[src/rtl/mem_writeback.sv]
// Memory/writeback pipeline stage: retires non-memory results immediately and
// runs a single-outstanding bus transfer for loads and stores.
module mem_writeback #(
  parameter int unsigned TIMEOUT = 255
) (
  input  logic        i_clk,
  input  logic        i_rst,
  input  logic        i_submit,
  output logic        o_ready,
  input  logic [15:0] i_addr,
  input  logic [15:0] i_data,
  input  logic [7:0]  i_reg_ie,
  input  logic        i_mem_access,
  input  logic        i_mem_we,
  input  logic        i_mem_width,
  output logic [7:0]  o_reg_ie,
  output logic [15:0] o_reg_data,
  output logic        o_mem_exception,
  output logic        o_mem_req,
  output logic        o_mem_we,
  output logic [15:0] o_mem_addr,
  output logic [15:0] o_mem_data,
  output logic [1:0]  o_mem_sel,
  input  logic        i_mem_ack,
  input  logic        i_mem_err,
  input  logic [15:0] i_mem_data
);

  typedef enum logic [1:0] {
    IDLE,
    BUS,
    FAULT
  } state_t;

  localparam logic [7:0] LAST_WAIT = 8'(TIMEOUT - 1);

  state_t      state;
  state_t      state_next;
  logic [7:0]  wait_count;
  logic [7:0]  wait_count_next;
  logic [15:0] addr_q;
  logic [15:0] data_q;
  logic [7:0]  reg_ie_q;
  logic        we_q;
  logic        width_q;
  logic        mem_accept;
  logic        misaligned;
  logic [15:0] load_data;

  assign o_ready    = (state == IDLE) & ~(i_submit & i_mem_access);
  assign mem_accept = (state == IDLE) & i_submit & i_mem_access;
  assign misaligned = ~i_mem_width & i_addr[0];

  always_ff @(posedge i_clk) begin
    if (i_rst) begin
      state      <= IDLE;
      wait_count <= 8'd0;
    end else begin
      state      <= state_next;
      wait_count <= wait_count_next;
    end
  end

  // Operand capture; the bus outputs are driven from these while a transfer is in flight.
  always_ff @(posedge i_clk) begin
    if (mem_accept) begin
      addr_q   <= i_addr;
      data_q   <= i_data;
      reg_ie_q <= i_reg_ie;
      we_q     <= i_mem_we;
      width_q  <= i_mem_width;
    end
  end

  assign o_mem_addr = addr_q;
  assign o_mem_we   = we_q;
  assign o_mem_sel  = width_q ? (addr_q[0] ? 2'b10 : 2'b01) : 2'b11;
  assign o_mem_data = width_q ? {data_q[7:0], data_q[7:0]} : data_q;
  assign load_data  = width_q ? {8'h00, (addr_q[0] ? i_mem_data[15:8] : i_mem_data[7:0])}
                              : i_mem_data;

  always_comb begin
    state_next      = state;
    wait_count_next = wait_count;
    o_reg_ie        = 8'h00;
    o_reg_data      = i_data;
    o_mem_exception = 1'b0;
    o_mem_req       = 1'b0;
    case (state)
      IDLE: begin
        wait_count_next = 8'd0;
        if (i_submit & ~i_mem_access) begin
          o_reg_ie = i_reg_ie;
        end
        if (mem_accept) begin
          state_next = misaligned ? FAULT : BUS;
        end
      end
      BUS: begin
        o_mem_req = 1'b1;
        // A bus error outranks an ack presented in the same cycle.
        if (i_mem_err) begin
          o_mem_exception = 1'b1;
          state_next      = IDLE;
        end else if (i_mem_ack) begin
          if (~we_q) begin
            o_reg_ie   = reg_ie_q;
            o_reg_data = load_data;
          end
          state_next = IDLE;
        end else if (wait_count == LAST_WAIT) begin
          o_mem_exception = 1'b1;
          state_next      = IDLE;
        end else begin
          wait_count_next = wait_count + 8'd1;
        end
      end
      FAULT: begin
        o_mem_exception = 1'b1;
        state_next      = IDLE;
      end
      default: begin
        state_next = IDLE;
      end
    endcase
    // Nothing observable leaves the stage while reset is held.
    if (i_rst) begin
      o_reg_ie        = 8'h00;
      o_mem_exception = 1'b0;
      o_mem_req       = 1'b0;
    end
  end

endmodule

[config.mk]
export PLATFORM = sky130hd
export DESIGN_NAME = mem_writeback
export DESIGN_NICKNAME = d
export VERILOG_FILES = /design/src/rtl/mem_writeback.sv
export SDC_FILE = /design/constraint.sdc
export NUM_CORES = 1
export LEC_CHECK = 0
export BUFFER_PORTS_ARGS = -buffer_cell sky130_fd_sc_hd__buf_2
export CELL_PAD_IN_SITES_DETAIL_PLACEMENT = 0
export CELL_PAD_IN_SITES_GLOBAL_PLACEMENT = 2
export CORE_MARGIN = 10
export CORE_UTILIZATION = 27
export CTS_CLUSTER_DIAMETER = 150
export CTS_CLUSTER_SIZE = 40
export DETAILED_ROUTE_END_ITERATION = 8
export PLACE_DENSITY = 0.79
export SETUP_SLACK_MARGIN = 0.5
export SLEW_MARGIN = 20
export SYNTH_ARGS = -nofsm -noshare
export SYNTH_HDL_FRONTEND = slang
export SYNTH_SLANG_ARGS = --single-unit
export TNS_END_PERCENT = 100
[constraint.sdc]
create_clock -name i_clk -period 2.9 [get_ports i_clk]
set_input_delay 0.145 -clock i_clk [delete_from_list [all_inputs] [get_ports i_clk]]
set_output_delay 0.145 -clock i_clk [all_outputs]
set_load 0.05 [all_outputs]
==> results of run 1 <==
## worst reg2reg max path, stage by stage, from the launching register on
cell                      delay [ps]
sky130_fd_sc_hd__dfxtp_1         330
sky130_fd_sc_hd__inv_1            80
sky130_fd_sc_hd__ha_1            280
sky130_fd_sc_hd__nor3b_4         300
sky130_fd_sc_hd__o21ai_2         200
sky130_fd_sc_hd__or4_1           500
sky130_fd_sc_hd__a21oi_1         140
## synth_stat cells, types with 4 or more instances
master / number
sky130_fd_sc_hd__a21oi_1: 16
sky130_fd_sc_hd__a22oi_1: 8
sky130_fd_sc_hd__and3_1: 4
sky130_fd_sc_hd__buf_2: 4
sky130_fd_sc_hd__buf_4: 8
sky130_fd_sc_hd__clkbuf_1: 4
sky130_fd_sc_hd__dfxtp_1: 10
sky130_fd_sc_hd__edfxtp_1: 42
sky130_fd_sc_hd__ha_1: 5
sky130_fd_sc_hd__inv_1: 6
sky130_fd_sc_hd__mux2_1: 8
sky130_fd_sc_hd__mux2i_1: 8
sky130_fd_sc_hd__nand2_1: 22
sky130_fd_sc_hd__nand2b_1: 4
sky130_fd_sc_hd__nand3_1: 7
sky130_fd_sc_hd__nand3b_1: 8
sky130_fd_sc_hd__nor2_1: 19
## through the flow
| step | util, % | instance area, um^2 | total power, mW | setup WS, ps |
|---|---|---|---|---|
| 2_1_floorplan | - | 2500 | 1.11 | 627 |
| 6_report | 38.2 | 3370 | 1.61 | 723 |
| 3_3_place_gp | 36.4 | 3200 | 1.22 | 1000 |
| 4_1_cts | 37.8 | 3330 | 1.64 | 603 |
| 3_5_place_dp | 36.4 | 3200 | 1.22 | 962 |
| 5_1_grt | 38.2 | 3370 | 1.69 | 521 |
## state kept, by name, summed over array words and instances, names as in the netlist
| signal | cells |
|---|---|
| wait_count | 8 |
| state | 2 |
| o_mem_we | 1 |
| reg_ie_q | 8 |
| o_mem_addr | 16 |
| width_q | 1 |
| data_q | 16 |
## kinds of logic (layout without fill, tap and decap cells)
family                   count (synthesis)  count (layout)  share of synthesized area [%]
XOR/XNOR                                 1               1                          0.354
buffers and inverters                   23             151                           4.90
adder cells (fa/ha/maj)                  5               5                           2.53
flip-flops                              52              52                           59.0
AO/OA/AOI/OAI                           40              40                           10.4
multiplexers                            16              16                           6.88
AND/OR/NAND/NOR                         74              74                           15.9
## power by group through the flow
| stage | Combinational (mW) | Sequential [mW] | Clock (mW) |
|---|---|---|---|
| 5_1_grt | 0.381 | 0.853 | 0.455 |
| 3_5_place_dp | 0.353 | 0.867 | 0 |
| 3_3_place_gp | 0.352 | 0.866 | 0 |
| 2_1_floorplan | 0.202 | 0.905 | 0 |
| 6_report | 0.357 | 0.849 | 0.408 |
| 4_1_cts | 0.358 | 0.850 | 0.430 |
## worst min-delay path by stage
stage	startpoint	end	cells after the start
2_1_floorplan	i_rst	state[0]$_SDFFE_PP0P_	1
3_3_place_gp	i_addr[15]	o_mem_addr[15]$_DFFE_PP_	1
3_5_place_dp	i_addr[14]	o_mem_addr[14]$_DFFE_PP_	1
4_1_cts	i_addr[15]	o_mem_addr[15]$_DFFE_PP_	1
5_1_grt	i_addr[1]	o_mem_addr[1]$_DFFE_PP_	1
6_report	i_addr[14]	o_mem_addr[14]$_DFFE_PP_	1
## final cells by class
cell class	instances	area (um^2)	area share, %
clock buffer	5	68.8	2.04
sequential	52	1460	43.4
clock inverter	3	18.8	0.558
multi-input combinational	136	926	27.5
tap	108	135	4.01
inverter	7	26.3	0.781
timing repair buffer	136	729	21.7
## what timing repair did
item / in CTS / in global routing
hold endpoints to repair: 4 / 3
endpoints found under the setup margin: 0 / 12
hold buffers: 4 / 3
resized for setup: 0 / 2
## metal layers
layer,up-vias,track usage (%),part of all wire [%]
met4,2,3.75,1.7
met2,70,19.7,52
met3,11,3.41,7.9
li1,1018,-,-
met5,-,0,0.091
met1,970,11.5,39
==> summary.md, run 1 <==
The slew of the pin with the lowest slew margin works out to 733 ps. The most common cell after layout, fill and taps aside is sky130_fd_sc_hd__buf_2. Across all layers, the routed design uses 2071 vias. The run gives 11400 um as the first-pass GRT wire length. Cell with the largest stage delay on the worst path: sky130_fd_sc_hd__dfxtp_1.

The register clock-pin slew on the reported worst setup and hold paths works out to 90 ps. Clock latency on the worst-skew pair, taken at its later pin, is 300 ps. The mapped cell area was 2470 um^2; the part of the cycle the worst path needs was 75.1%.

The worst path in the final design needs a cycle of 2180 ps, including I/O delays and setup. The final weighted congestion in routability-driven placement is 0.772. Cells with a size suffix above 1 make up 44.5% of the layout. The top achievable clock speed is 459 MHz, and the overall global routing resource usage is 10.8%. The number of H-tree branching levels is 2.

The critical path is of the flip-flop to output port type. In this run the post-CTS setup repair buffer count came out at 0. Number of design-rule violations left by the first detailed-router iteration: 143.

Summed over all instances, the cell type with the most area after synthesis is sky130_fd_sc_hd__edfxtp_1. STA classifies the critical path endpoint as an output port. The proportion of synthesized flip-flops having asynchronous set or reset was 0%; the Yosys warning count was 0. Synthesis produced a netlist whose cell count is 211.

The overall die height works out to 116 um. The initialized floorplan defines 34 standard-cell rows. Setup total negative slack on the finished layout was measured at 0 ps. The run gives 0 as the count of endpoints failing setup in the final report. The dominant register cell in the synthesized netlist was sky130_fd_sc_hd__edfxtp_1.

The final layout contains 407 nets. The pin count of the biggest net entering global routing was 33. The tools report the placeable core region as 8810 um^2. In this run the worst path has a maximum fanout of 32. For flop-to-flop paths, the worst setup slack is 1010 ps. The count of final hold-check violations is 0. The tools report the maximum root-to-sink buffer count as 2. Setup repair after global routing left no endpoint under its margin. In the post-synthesis netlist, the biggest area contributors are sky130_fd_sc_hd__edfxtp_1, sky130_fd_sc_hd__dfxtp_1, sky130_fd_sc_hd__mux2_1.

The flow ran to the end, and the final reports show no timing, DRC or antenna violations. For the max-capacitance violation count, the log shows 0. The quantity of I/O buffers inserted on ports works out to 125.

The worst pin sits at a relative slew slack of 50.8%. The average vias per placed instance is 4.63, and the post-DP HPWL is 6140 um. Yosys mapped a number of flops with a built-in enable equal to 42. The tools report the share of total power in the clock network as 25.3%. Counting the fill cells in the layout gives 890. The number of placed instances, taps included, is 432. The number of global-route vias before repair was 2075; the delay of the slowest cell on the worst path was 330 ps. In this run switching power makes up 31.4% of total power. In the layout the commonest cells are sky130_fd_sc_hd__buf_2, sky130_fd_sc_hd__edfxtp_1, sky130_fd_sc_hd__nand2_1, sky130_fd_sc_hd__nor2_1, sky130_fd_sc_hd__dfxtp_1. The final-layout worst hold slack was 12.6 ps. TritonCTS built the clock tree. The area fraction of the dominant cell type after synthesis is 51.0%.

The most critical setup path has its startpoint at state[1]$_SDFFE_PP0P_. In this run the clock root is driven by a sky130_fd_sc_hd__clkbuf_8. The register bit total from synthesis came out at 52. The first-pass detailed-route iteration total is 4, and the number of antenna diodes is 0. The analysis attributes to cell leakage a power of 1.47 nW. The critical path runs through a total of 7 cells. Number of distinct standard cells referenced by the synthesized netlist: 39. The type of element launching the critical path was a flip-flop.

Grouping stages by cell kind, the critical path spends the most delay in buffers and inverters. The critical path endpoint was o_reg_ie[1]. IR analysis of the VDD net gives a maximum drop of 0.192 mV.

From synthesis to final layout, the design area changed by 36.0%. The overall routed net length was 7680 um. The number of pins with negative max-slew slack in the final report is 0, and the die boundary width is 116 um.

The run gives 2760 ps as the required time at the endpoint of the critical path. For the worst endpoint data arrival time, the log shows 2030 ps. The endpoint of the lowest-slack register-to-register path was wait_count[4]$_SDFFE_PP0P_. Of the total power, registers draw 52.6%.

Total global routing overflow: 0. For the sequential element share of the synthesized area, the log shows 59.0%. The path type of the worst min-delay path is input port to flip-flop. The run gives 1 as the number of antenna violations at the first check in global routing.

The net switching component of the power is 0.507 mW. Averaged over all synthesized cells, the footprint is 11.7 um^2. Number of cells on the worst reg-to-reg path: 6.

The count of clock tree sinks was 52; the initial standard-cell utilization of the core was 28.1%. The critical path goes through inv_1, ha_1, and4_1, buf_6, a22oi_1, nor2_1, buf_2. The combinational share of power was 22.1%. The number of nets in the synthesized netlist is 280. The startpoint identified for the worst register-to-register timing path is state[1]$_SDFFE_PP0P_. Power per cell area: 480 nW/um^2. Buffers inserted during clock tree synthesis total 5.

The floorplan step defined a die boundary enclosing 13400 um^2. The average detailed-routed wire length per instance was 17.2 um. Excluding fillers, the count of instances in the completed layout stands at 447. The clock arrives with 4.67 ps of skew. The detail route stage leaves a number of antenna-violating nets equal to 0.

The remaining routing DRC violations is 0, and the internal power is 1.11 mW. Together, buffers and inverters on the worst path number 3. The I/O pin count came out at 126.
No activity file was read; power rests on OpenSTA's default activity.
==> run 2: changes to the inputs <==
--- a/config.mk
+++ b/config.mk
@@ -5,15 +5,16 @@
 export SDC_FILE = /design/constraint.sdc
 export NUM_CORES = 1
 export LEC_CHECK = 0
+export ABC_AREA = 1
 export BUFFER_PORTS_ARGS = -buffer_cell sky130_fd_sc_hd__buf_2
 export CELL_PAD_IN_SITES_DETAIL_PLACEMENT = 0
 export CELL_PAD_IN_SITES_GLOBAL_PLACEMENT = 2
 export CORE_MARGIN = 10
-export CORE_UTILIZATION = 27
+export CORE_UTILIZATION = 23
 export CTS_CLUSTER_DIAMETER = 150
 export CTS_CLUSTER_SIZE = 40
 export DETAILED_ROUTE_END_ITERATION = 8
-export PLACE_DENSITY = 0.79
+export PLACE_DENSITY = 0.74
 export SETUP_SLACK_MARGIN = 0.5
 export SLEW_MARGIN = 20
 export SYNTH_ARGS = -nofsm -noshare
==> constraint.sdc (replaced) <==
create_clock -name i_clk -period 2 [get_ports i_clk]
set_input_delay 0.1 -clock i_clk [delete_from_list [all_inputs] [get_ports i_clk]]
set_output_delay 0.1 -clock i_clk [all_outputs]
set_load 0.05 [all_outputs]
==> run 2 against run 1 <==
  * Clock power rose by 110%
  * Clock skew increased by 0.89 ps
  * Register-to-register slack got worse by 520 ps
  * Wire length rose by 27%
  * Sequential power up 46%
  * Critical endpoint is now o_reg_data[7]
==> summary.md, run 2 <==
The tools report the number of distinct standard cells referenced by the synthesized netlist as 26 (was 39). The largest delay contributor family on the critical path is buffers and inverters (unchanged). The delay of the slowest cell on the worst path was 410 ps (was 330 ps); the count of buffer and inverter cells on the critical path was 3 (unchanged). The number of global-route vias before repair was 2721 (was 2075). The cell with the largest stage delay on the worst path is sky130_fd_sc_hd__edfxtp_1 (was sky130_fd_sc_hd__dfxtp_1).

The number of antenna diodes was 0 (unchanged). The count of clock tree sinks was 52 (unchanged); the worst slew margin relative to its limit was 76.9% (was 50.8%). The most common cell in the netlist is sky130_fd_sc_hd__nand2_1 (was sky130_fd_sc_hd__edfxtp_1). Dominant cells by area after synthesis: sky130_fd_sc_hd__edfxtp_1, sky130_fd_sc_hd__nand2_1, sky130_fd_sc_hd__dfxtp_1 (was sky130_fd_sc_hd__edfxtp_1, sky130_fd_sc_hd__dfxtp_1, sky130_fd_sc_hd__mux2_1). The tools report the clock root buffer master as sky130_fd_sc_hd__clkbuf_16 (was sky130_fd_sc_hd__clkbuf_8). The post-DP HPWL was 6970 um (was 6140 um). Highest-count cells in the layout ignoring fill and taps: sky130_fd_sc_hd__buf_2, sky130_fd_sc_hd__nand2_1, sky130_fd_sc_hd__edfxtp_1, sky130_fd_sc_hd__buf_6, sky130_fd_sc_hd__dlygate4sd3_1 (was sky130_fd_sc_hd__buf_2, sky130_fd_sc_hd__edfxtp_1, sky130_fd_sc_hd__nand2_1, sky130_fd_sc_hd__nor2_1, sky130_fd_sc_hd__dfxtp_1). Layout-stage area growth over the synthesis result: 97.7% (was 36.0%).

The flow ran to the end, and the final reports show no timing, DRC or antenna violations. The top achievable clock speed was 576 MHz; the minimum setup slack in the final design was 263 ps (was 723 ps). For the die footprint, the log shows 15900 um^2 (was 13400 um^2). TritonCTS built the clock tree. Of the available clock period, the critical path in the final layout requires 86.8%.

The routed length on met3 was 671 um (was 609 um); the instance count of the mapped netlist was 276 (was 211). For the placement-stage worst setup slack, the log shows 314 ps (was 962 ps). For the remaining antenna violation count after routing, the log shows 0 (unchanged). The first-pass detailed-route iteration total was 4 (unchanged). The logs give 0.386 mV (was 0.192 mV) for the highest ir drop seen on vdd and 0 (unchanged) for the max-capacitance violation count.

The run gives 46.7% (was 38.2%) as the core occupancy in the finished layout. The placeable core region came out at 10900 um^2 (was 8810 um^2). For the maximum root-to-sink buffer count, the log shows 2 (unchanged). The post-synth net total was 345 (was 280). Power per cell area: 578 nW/um^2 (was 480 nW/um^2). Yosys warning count: 0 (unchanged). The run gives 0.787 (was 0.772) as the final weighted congestion in routability-driven placement.

Commonest cells in the synthesized netlist: sky130_fd_sc_hd__nand2_1, sky130_fd_sc_hd__edfxtp_1, sky130_fd_sc_hd__a21oi_1, sky130_fd_sc_hd__nor2_1, sky130_fd_sc_hd__nand3_1 (was sky130_fd_sc_hd__edfxtp_1, sky130_fd_sc_hd__nand2_1, sky130_fd_sc_hd__nor2_1, sky130_fd_sc_hd__a21oi_1, sky130_fd_sc_hd__dfxtp_1). The length of routed met2 wiring is 4760 um (was 3970 um), and the overall routed net length is 9770 um (was 7680 um). The most common cell after layout, fill and taps aside was sky130_fd_sc_hd__buf_2 (unchanged).

The register clock-pin slew on the reported worst setup and hold paths is 70 ps (was 90 ps), and the ratio of cells with drive above 1 in the final layout is 57.6% (was 44.5%). The number of placed instances, taps included was 530 (was 432); the overall global routing resource usage was 11.8% (was 10.8%). The number of filler cells placed in the layout was 1026 (was 890).

The logs give 5 (unchanged) for the number of CTS-inserted buffers and 0 (unchanged) for the number of pins with negative max-slew slack in the final report. The type of element launching the critical path is a flip-flop (unchanged). The leakage power of the design is 2.09 nW (was 1.47 nW), and the placement row count is 38 (was 34). I/O pin count: 126 (unchanged). The count of final hold-check violations came out at 0 (unchanged).

The uppermost signal routing layer after detailed routing is met4 (was met5). The tools report the met1 wire length as 4270 um (was 2970 um). The register bit total from synthesis is 52 (unchanged). The average vias per placed instance was 4.38 (was 4.63); the mapped cell area was 2580 um^2 (was 2470 um^2).

The path type of the worst min-delay path is input port to flip-flop (unchanged). The quantity of I/O buffers inserted on ports was 125 (unchanged). The type of the worst setup path is flip-flop to output port (unchanged). The die boundary width is 126 um (was 116 um).

The run gives 1900 ps (was 2760 ps) as the required time at the endpoint of the critical path. The proportion of synthesized flip-flops having asynchronous set or reset was 0% (unchanged); the remaining routing DRC violations was 0 (unchanged). The slew of the pin with the lowest slew margin came out at 347 ps (was 733 ps). The logs give 23.6% (was 28.1%) for the initial standard-cell utilization of the core and 0 (was 1) for the number of antenna violations at the first check in global routing. The number of design-rule violations left by the first detailed-router iteration was 96 (was 143).

After layout, the minimum clock period comes to 1740 ps. Register-to-register path setup slack: 490 ps (was 1010 ps). The final net count was 521 (was 407). Mean instance size in the synthesized netlist: 9.35 um^2 (was 11.7 um^2). The total global routing overflow is 0 (unchanged), and the sequential element share of the synthesized area is 56.6% (was 59.0%). Final-layout worst hold slack: 0.747 ps (was 12.6 ps). The number of enable flip-flop cells after synthesis is 42 (unchanged). The overall die height was 126 um (was 116 um); the pin count of the biggest net entering global routing was 19 (was 33).

Area fraction of the dominant cell type after synthesis: 48.9% (was 51.0%). The area taken by flip-flops and latches came out at 1480 um^2 (was 1460 um^2). The worst-case clock skew was 5.56 ps (was 4.67 ps); the count of endpoints failing setup in the final report was 0 (unchanged). The run gives 290 ps (was 300 ps) as the worst-skew pair later-pin latency. The aggregate negative setup slack is 0 ps (unchanged). The multi-input gate area in the final layout is 1540 um^2 (was 926 um^2).

The final instance count without filler cells is 593 (was 447). Worst-path cell chain: nor2_2, nand3_4, buf_12, buf_12, a21oi_4, a21oi_4, buf_6 (was inv_1, ha_1, and4_1, buf_6, a22oi_1, nor2_1, buf_2). The maximum fanout along the worst path came out at 6 (was 32).

The cell type contributing the most total cell area after synthesis is sky130_fd_sc_hd__edfxtp_1 (unchanged). Number of H-tree branching levels: 2 (unchanged). The run gives 15300 um (was 11400 um) as the first-pass GRT wire length. The worst endpoint data arrival time is 1640 ps (was 2030 ps). Setup repair after global routing could not meet its margin everywhere. The routed via count came out at 2599 (was 2071). The category of the worst setup path capture point was an output port (unchanged).

Dominant register cell in the synthesized netlist: sky130_fd_sc_hd__edfxtp_1 (unchanged). The average detailed-routed wire length per instance is 16.5 um (was 17.2 um).
run 2: cell count changes after synthesis, sizes merged, moves of 8 or more:
cell   change
a22oi      -8
nor2      +12
mux2i      -8
nand2     +53
a21oi     +16
nand3     +12
mux2       -8
inv        +8
run 2: per-stage QoR:
| stage | power, mW | instance area (um^2) |
|---|---|---|
| 2_1_floorplan | 1.69 | 2970 |
| 5_1_grt | 3.09 | 5100 |
| 6_report | 2.95 | 5100 |
| 3_3_place_gp | 1.88 | 3720 |
| 3_5_place_dp | 1.88 | 3720 |
| 4_1_cts | 2.94 | 4860 |
run 2: cells by family (layout without fill, tap and decap cells):
logic type / after synthesis / count (layout) / synth area share, %
simple gates: 136 / 136 / 23.7
flops: 52 / 52 / 56.6
compound gates: 44 / 44 / 9.06
buf+inv: 36 / 213 / 7.22
fa+ha+maj: 5 / 5 / 2.42
xor+xnor: 3 / 3 / 1.02
run 2: final timing paths:
kind / start / endpoint / depth (start not counted)
min reg2reg: wait_count[4]$_SDFFE_PP0P_ / wait_count[4]$_SDFFE_PP0P_ / 2
max: o_mem_we$_DFFE_PP_ / o_reg_data[7] / 7
max reg2reg: state[1]$_SDFFE_PP0P_ / wait_count[7]$_SDFFE_PP0P_ / 10
min: i_reg_ie[2] / reg_ie_q[2]$_DFFE_PP_ / 1
run 2: cell type report:
| type | count | share of cell area (%) |
|---|---|---|
| clock inverter | 3 | 0.515 |
| tap | 140 | 3.43 |
| sequential | 52 | 28.9 |
| inverter | 16 | 1.81 |
| timing repair buffer | 189 | 32.7 |
| clock buffer | 5 | 2.45 |
| multi-input combinational | 188 | 30.2 |
run 2: worst register-to-register path: cells and delay by family (launching register included):
| family | cells | cell delay [ps] |
|---|---|---|
| fa+ha+maj | 1 | 170 |
| simple gates | 4 | 250 |
| buf+inv | 4 | 360 |
| compound gates | 1 | 250 |
| flops | 1 | 350 |
run 2: report_power, final:
| group | leakage (nW) | internal, mW | total (mW) | switching (mW) |
|---|---|---|---|---|
| Combinational | 1.54 | 0.329 | 0.834 | 0.506 |
| Sequential | 0.477 | 1.22 | 1.24 | 0.0192 |
| Clock | 0.0744 | 0.473 | 0.876 | 0.403 |
| Total | 2.09 | 2.02 | 2.95 | 0.928 |
run 2: timing repair:
action,4_1_cts,5_1_grt
gates resized for setup,123,55
pin swaps,18,20
hold buffers,26,1
buffers inserted,17,4
gates cloned,5,2
hold endpoints to repair,26,1
setup endpoints to repair,38,76
run 2: metal layers:
metal,track usage (%),up-vias
met1,14.5,1221
met3,3.65,8
met4,2.21,0
li1,-,1286
met2,20.0,84
met5,0,-
==> run 3: changes to the inputs <==
--- a/config.mk
+++ b/config.mk
@@ -5,12 +5,11 @@
 export SDC_FILE = /design/constraint.sdc
 export NUM_CORES = 1
 export LEC_CHECK = 0
-export ABC_AREA = 1
 export BUFFER_PORTS_ARGS = -buffer_cell sky130_fd_sc_hd__buf_2
 export CELL_PAD_IN_SITES_DETAIL_PLACEMENT = 0
 export CELL_PAD_IN_SITES_GLOBAL_PLACEMENT = 2
 export CORE_MARGIN = 10
-export CORE_UTILIZATION = 23
+export CORE_UTILIZATION = 24
 export CTS_CLUSTER_DIAMETER = 150
 export CTS_CLUSTER_SIZE = 40
 export DETAILED_ROUTE_END_ITERATION = 8
==> run 3 against run 2 <==
  * Worst hold slack gained 47 ps
  * Largest cell class unchanged
  * Via count shrank 8.4%
  * Cell area shrank 5.9%
  * Largest power group unchanged
==> summary.md, run 3 (synthesized netlist as in run 1, its figures left out) <==
The run finished with clean final reports. Type of element launching the critical path: a flip-flop (unchanged). Worst endpoint data arrival time: 1770 ps (was 1640 ps).

The max-capacitance violation count came out at 0 (unchanged). The run gives 0 (unchanged) as the remaining antenna violation count after routing. The minimum clock period after layout came out at 1870 ps (was 1740 ps).

The die boundary width is 122 um (was 126 um), and the slew of the pin with the lowest slew margin is 295 ps (was 347 ps). The count of clock tree sinks is 52 (unchanged). The top achievable clock speed is 536 MHz (was 576 MHz), and the placeable core region is 10200 um^2 (was 10900 um^2). The post-placement cell area is 3560 um^2 (was 3720 um^2).

The power per cell area was 540 nW/um^2 (was 578 nW/um^2). The run gives 0 (unchanged) as the count of endpoints failing setup in the final report. The overall die height is 122 um (was 126 um). Quantity of I/O buffers inserted on ports: 125 (unchanged).

The final weighted congestion in routability-driven placement is 0.752 (was 0.787), and the part of the cycle the worst path needs is 93.3% (was 86.8%). The category of the worst setup path capture point is an output port (unchanged). The number of global-route vias before repair is 2635 (was 2721).

Highest-count cells in the layout ignoring fill and taps: sky130_fd_sc_hd__buf_2, sky130_fd_sc_hd__edfxtp_1, sky130_fd_sc_hd__dlygate4sd3_1, sky130_fd_sc_hd__buf_6, sky130_fd_sc_hd__buf_4 (was sky130_fd_sc_hd__buf_2, sky130_fd_sc_hd__nand2_1, sky130_fd_sc_hd__edfxtp_1, sky130_fd_sc_hd__buf_6, sky130_fd_sc_hd__dlygate4sd3_1). The clock root buffer master was sky130_fd_sc_hd__clkbuf_8 (was sky130_fd_sc_hd__clkbuf_16). The run gives 6040 um (was 6970 um) as the post-DP HPWL. Ratio of cells with drive above 1 in the final layout: 60.0% (was 57.6%).

The tools report the worst slew margin relative to its limit as 79.8% (was 76.9%). The cell area after layout was 4800 um^2 (was 5100 um^2); the leakage power of the design was 1.95 nW (was 2.09 nW). The path type of the worst min-delay path is input port to flip-flop (unchanged).

The layout-stage area growth over the synthesis result works out to 94.0% (was 97.7%). The type of the worst setup path is flip-flop to output port (unchanged). TritonCTS built the clock tree. The count of buffer and inverter cells on the critical path is 5 (was 3). The overall global routing resource usage was 11.6% (was 11.8%); the maximum root-to-sink buffer count was 2 (unchanged). The number of CTS-inserted buffers was 5 (unchanged); the average detailed-routed wire length per instance was 16.4 um (was 16.5 um).

The delay of the slowest cell on the worst path was 380 ps (was 410 ps); the count of final hold-check violations was 0 (unchanged). The pin count of the biggest net entering global routing is 24 (was 19), and the first-pass GRT wire length is 13900 um (was 15300 um). The number of filler cells placed in the layout was 946 (was 1026); the register clock-pin slew on the reported worst setup and hold paths was 100 ps (was 70 ps).

The average vias per placed instance is 4.42 (was 4.38), and the aggregate negative setup slack is 0 ps (unchanged). The required time at the endpoint of the critical path came out at 1900 ps (about the same). Worst-path cell chain: inv_4, ha_4, and4_4, buf_12, buf_16, buf_4, a21oi_4, buf_6 (was nor2_2, nand3_4, buf_12, buf_12, a21oi_4, a21oi_4, buf_6).

The I/O pin count was 126 (unchanged); the placement row count was 37 (was 38). For the overall power after layout, the log shows 2.59 mW (was 2.95 mW). Initial standard-cell utilization of the core: 24.3% (was 23.6%). The routed via count is 2381 (was 2599). The first-pass detailed-route iteration total is 4 (unchanged), and the placement-stage worst setup slack is 268 ps (was 314 ps).

Number of pins with negative max-slew slack in the final report: 0 (unchanged). Setup repair after global routing could not meet its margin everywhere. The largest delay contributor family on the critical path is buffers and inverters (unchanged). Most common cell after layout, fill and taps aside: sky130_fd_sc_hd__buf_2 (unchanged). The run gives 0 (unchanged) as the number of antenna diodes.

Cell with the largest stage delay on the worst path: sky130_fd_sc_hd__dfxtp_2 (was sky130_fd_sc_hd__edfxtp_1). The number of design-rule violations left by the first detailed-router iteration was 141 (was 96). Maximum fanout along the worst path: 16 (was 6). The minimum setup slack in the final design is 133 ps (was 263 ps).

Number of H-tree branching levels: 2 (unchanged). The final net count was 471 (was 521); the highest ir drop seen on vdd was 0.288 mV (was 0.386 mV). The run gives 0 (unchanged) as the total global routing overflow. The tools report the number of antenna violations at the first check in global routing as 0 (unchanged). The die footprint was 14800 um^2 (was 15900 um^2); the remaining routing DRC violations was 0 (unchanged). Worst-case clock skew: 4.57 ps (was 5.56 ps). The overall routed net length was 8850 um (was 9770 um).

For the worst-skew pair later-pin latency, the log shows 300 ps (was 290 ps).
[run 3: cell types whose count changed in the layout (fill, tap and decap cells not counted), moves of 8 or more]
cell / delta
sky130_fd_sc_hd__nand2_1: -40
sky130_fd_sc_hd__a21oi_4: -17
sky130_fd_sc_hd__dlygate4sd3_1: +15
sky130_fd_sc_hd__nor2_1: -12
sky130_fd_sc_hd__nand3_1: -11
sky130_fd_sc_hd__a22oi_2: +8
sky130_fd_sc_hd__mux2i_1: +8
[run 3: layout make-up]
| class | count | area (um^2) | area share (%) |
|---|---|---|---|
| timing repair buffer | 199 | 1700 | 35.4 |
| sequential | 52 | 1480 | 30.8 |
| multi-input combinational | 137 | 1330 | 27.6 |
| tap | 136 | 170 | 3.54 |
| clock buffer | 5 | 68.8 | 1.43 |
| inverter | 7 | 28.8 | 0.599 |
| clock inverter | 3 | 23.8 | 0.495 |
[run 3: worst paths after layout]
path,depth (start not counted),end,from,slack [ps]
worst min register to register,2,state[0]$_SDFFE_PP0P_,state[0]$_SDFFE_PP0P_,520
worst min-delay path,2,wait_count[0]$_SDFFE_PP0P_,i_rst,50
worst max register to register,8,state[1]$_SDFFE_PP0P_,state[1]$_SDFFE_PP0P_,270
worst max-delay path,8,o_reg_data[6],state[1]$_SDFFE_PP0P_,130
[run 3: power by group]
| part | internal, mW | total [mW] | leakage [nW] | switching, mW |
|---|---|---|---|---|
| combinational | 0.307 | 0.752 | 1.44 | 0.445 |
| clock | 0.249 | 0.609 | 0.0404 | 0.361 |
| sequential | 1.21 | 1.23 | 0.478 | 0.0169 |
| total | 1.77 | 2.59 | 1.95 | 0.823 |
[run 3: metrics by stage]
stage          util (%)  hold slack [ps]  std cells
2_1_floorplan         -              162        211
3_3_place_gp       35.0              277        462
3_5_place_dp       35.0              278        462
4_1_cts            45.3             25.9        534
5_1_grt            47.1             50.2        539
6_report           47.1             47.4        539
[run 3: repair_timing]
action,4_1_cts,5_1_grt
setup buffers,19,3
setup endpoints to repair,39,49
hold buffers,42,0
pin swaps,14,5
endpoints found under the hold margin,42,0
gates resized for setup,93,36
gates cloned,3,2
[run 3: per-layer routing]
layer / GRT usage (%) / share of wire, % / vias up
met1: 13.7 / 42 / 1138
li1: - / - / 1156
met2: 20.0 / 51 / 81
met3: 3.56 / 6.6 / 6
met4: 2.76 / 0.96 / 0
met5: 0 / 0 / -
[run 3: worst register-to-register path: cells and delay by family, from the launching register on]
family | cells | cell delay, ps
AOI/OAI and AO/OA | 2 | 260
adders and majority gates | 1 | 150
buffers and inverters | 3 | 330
DFF | 1 | 380
and+or+nand+nor | 2 | 540
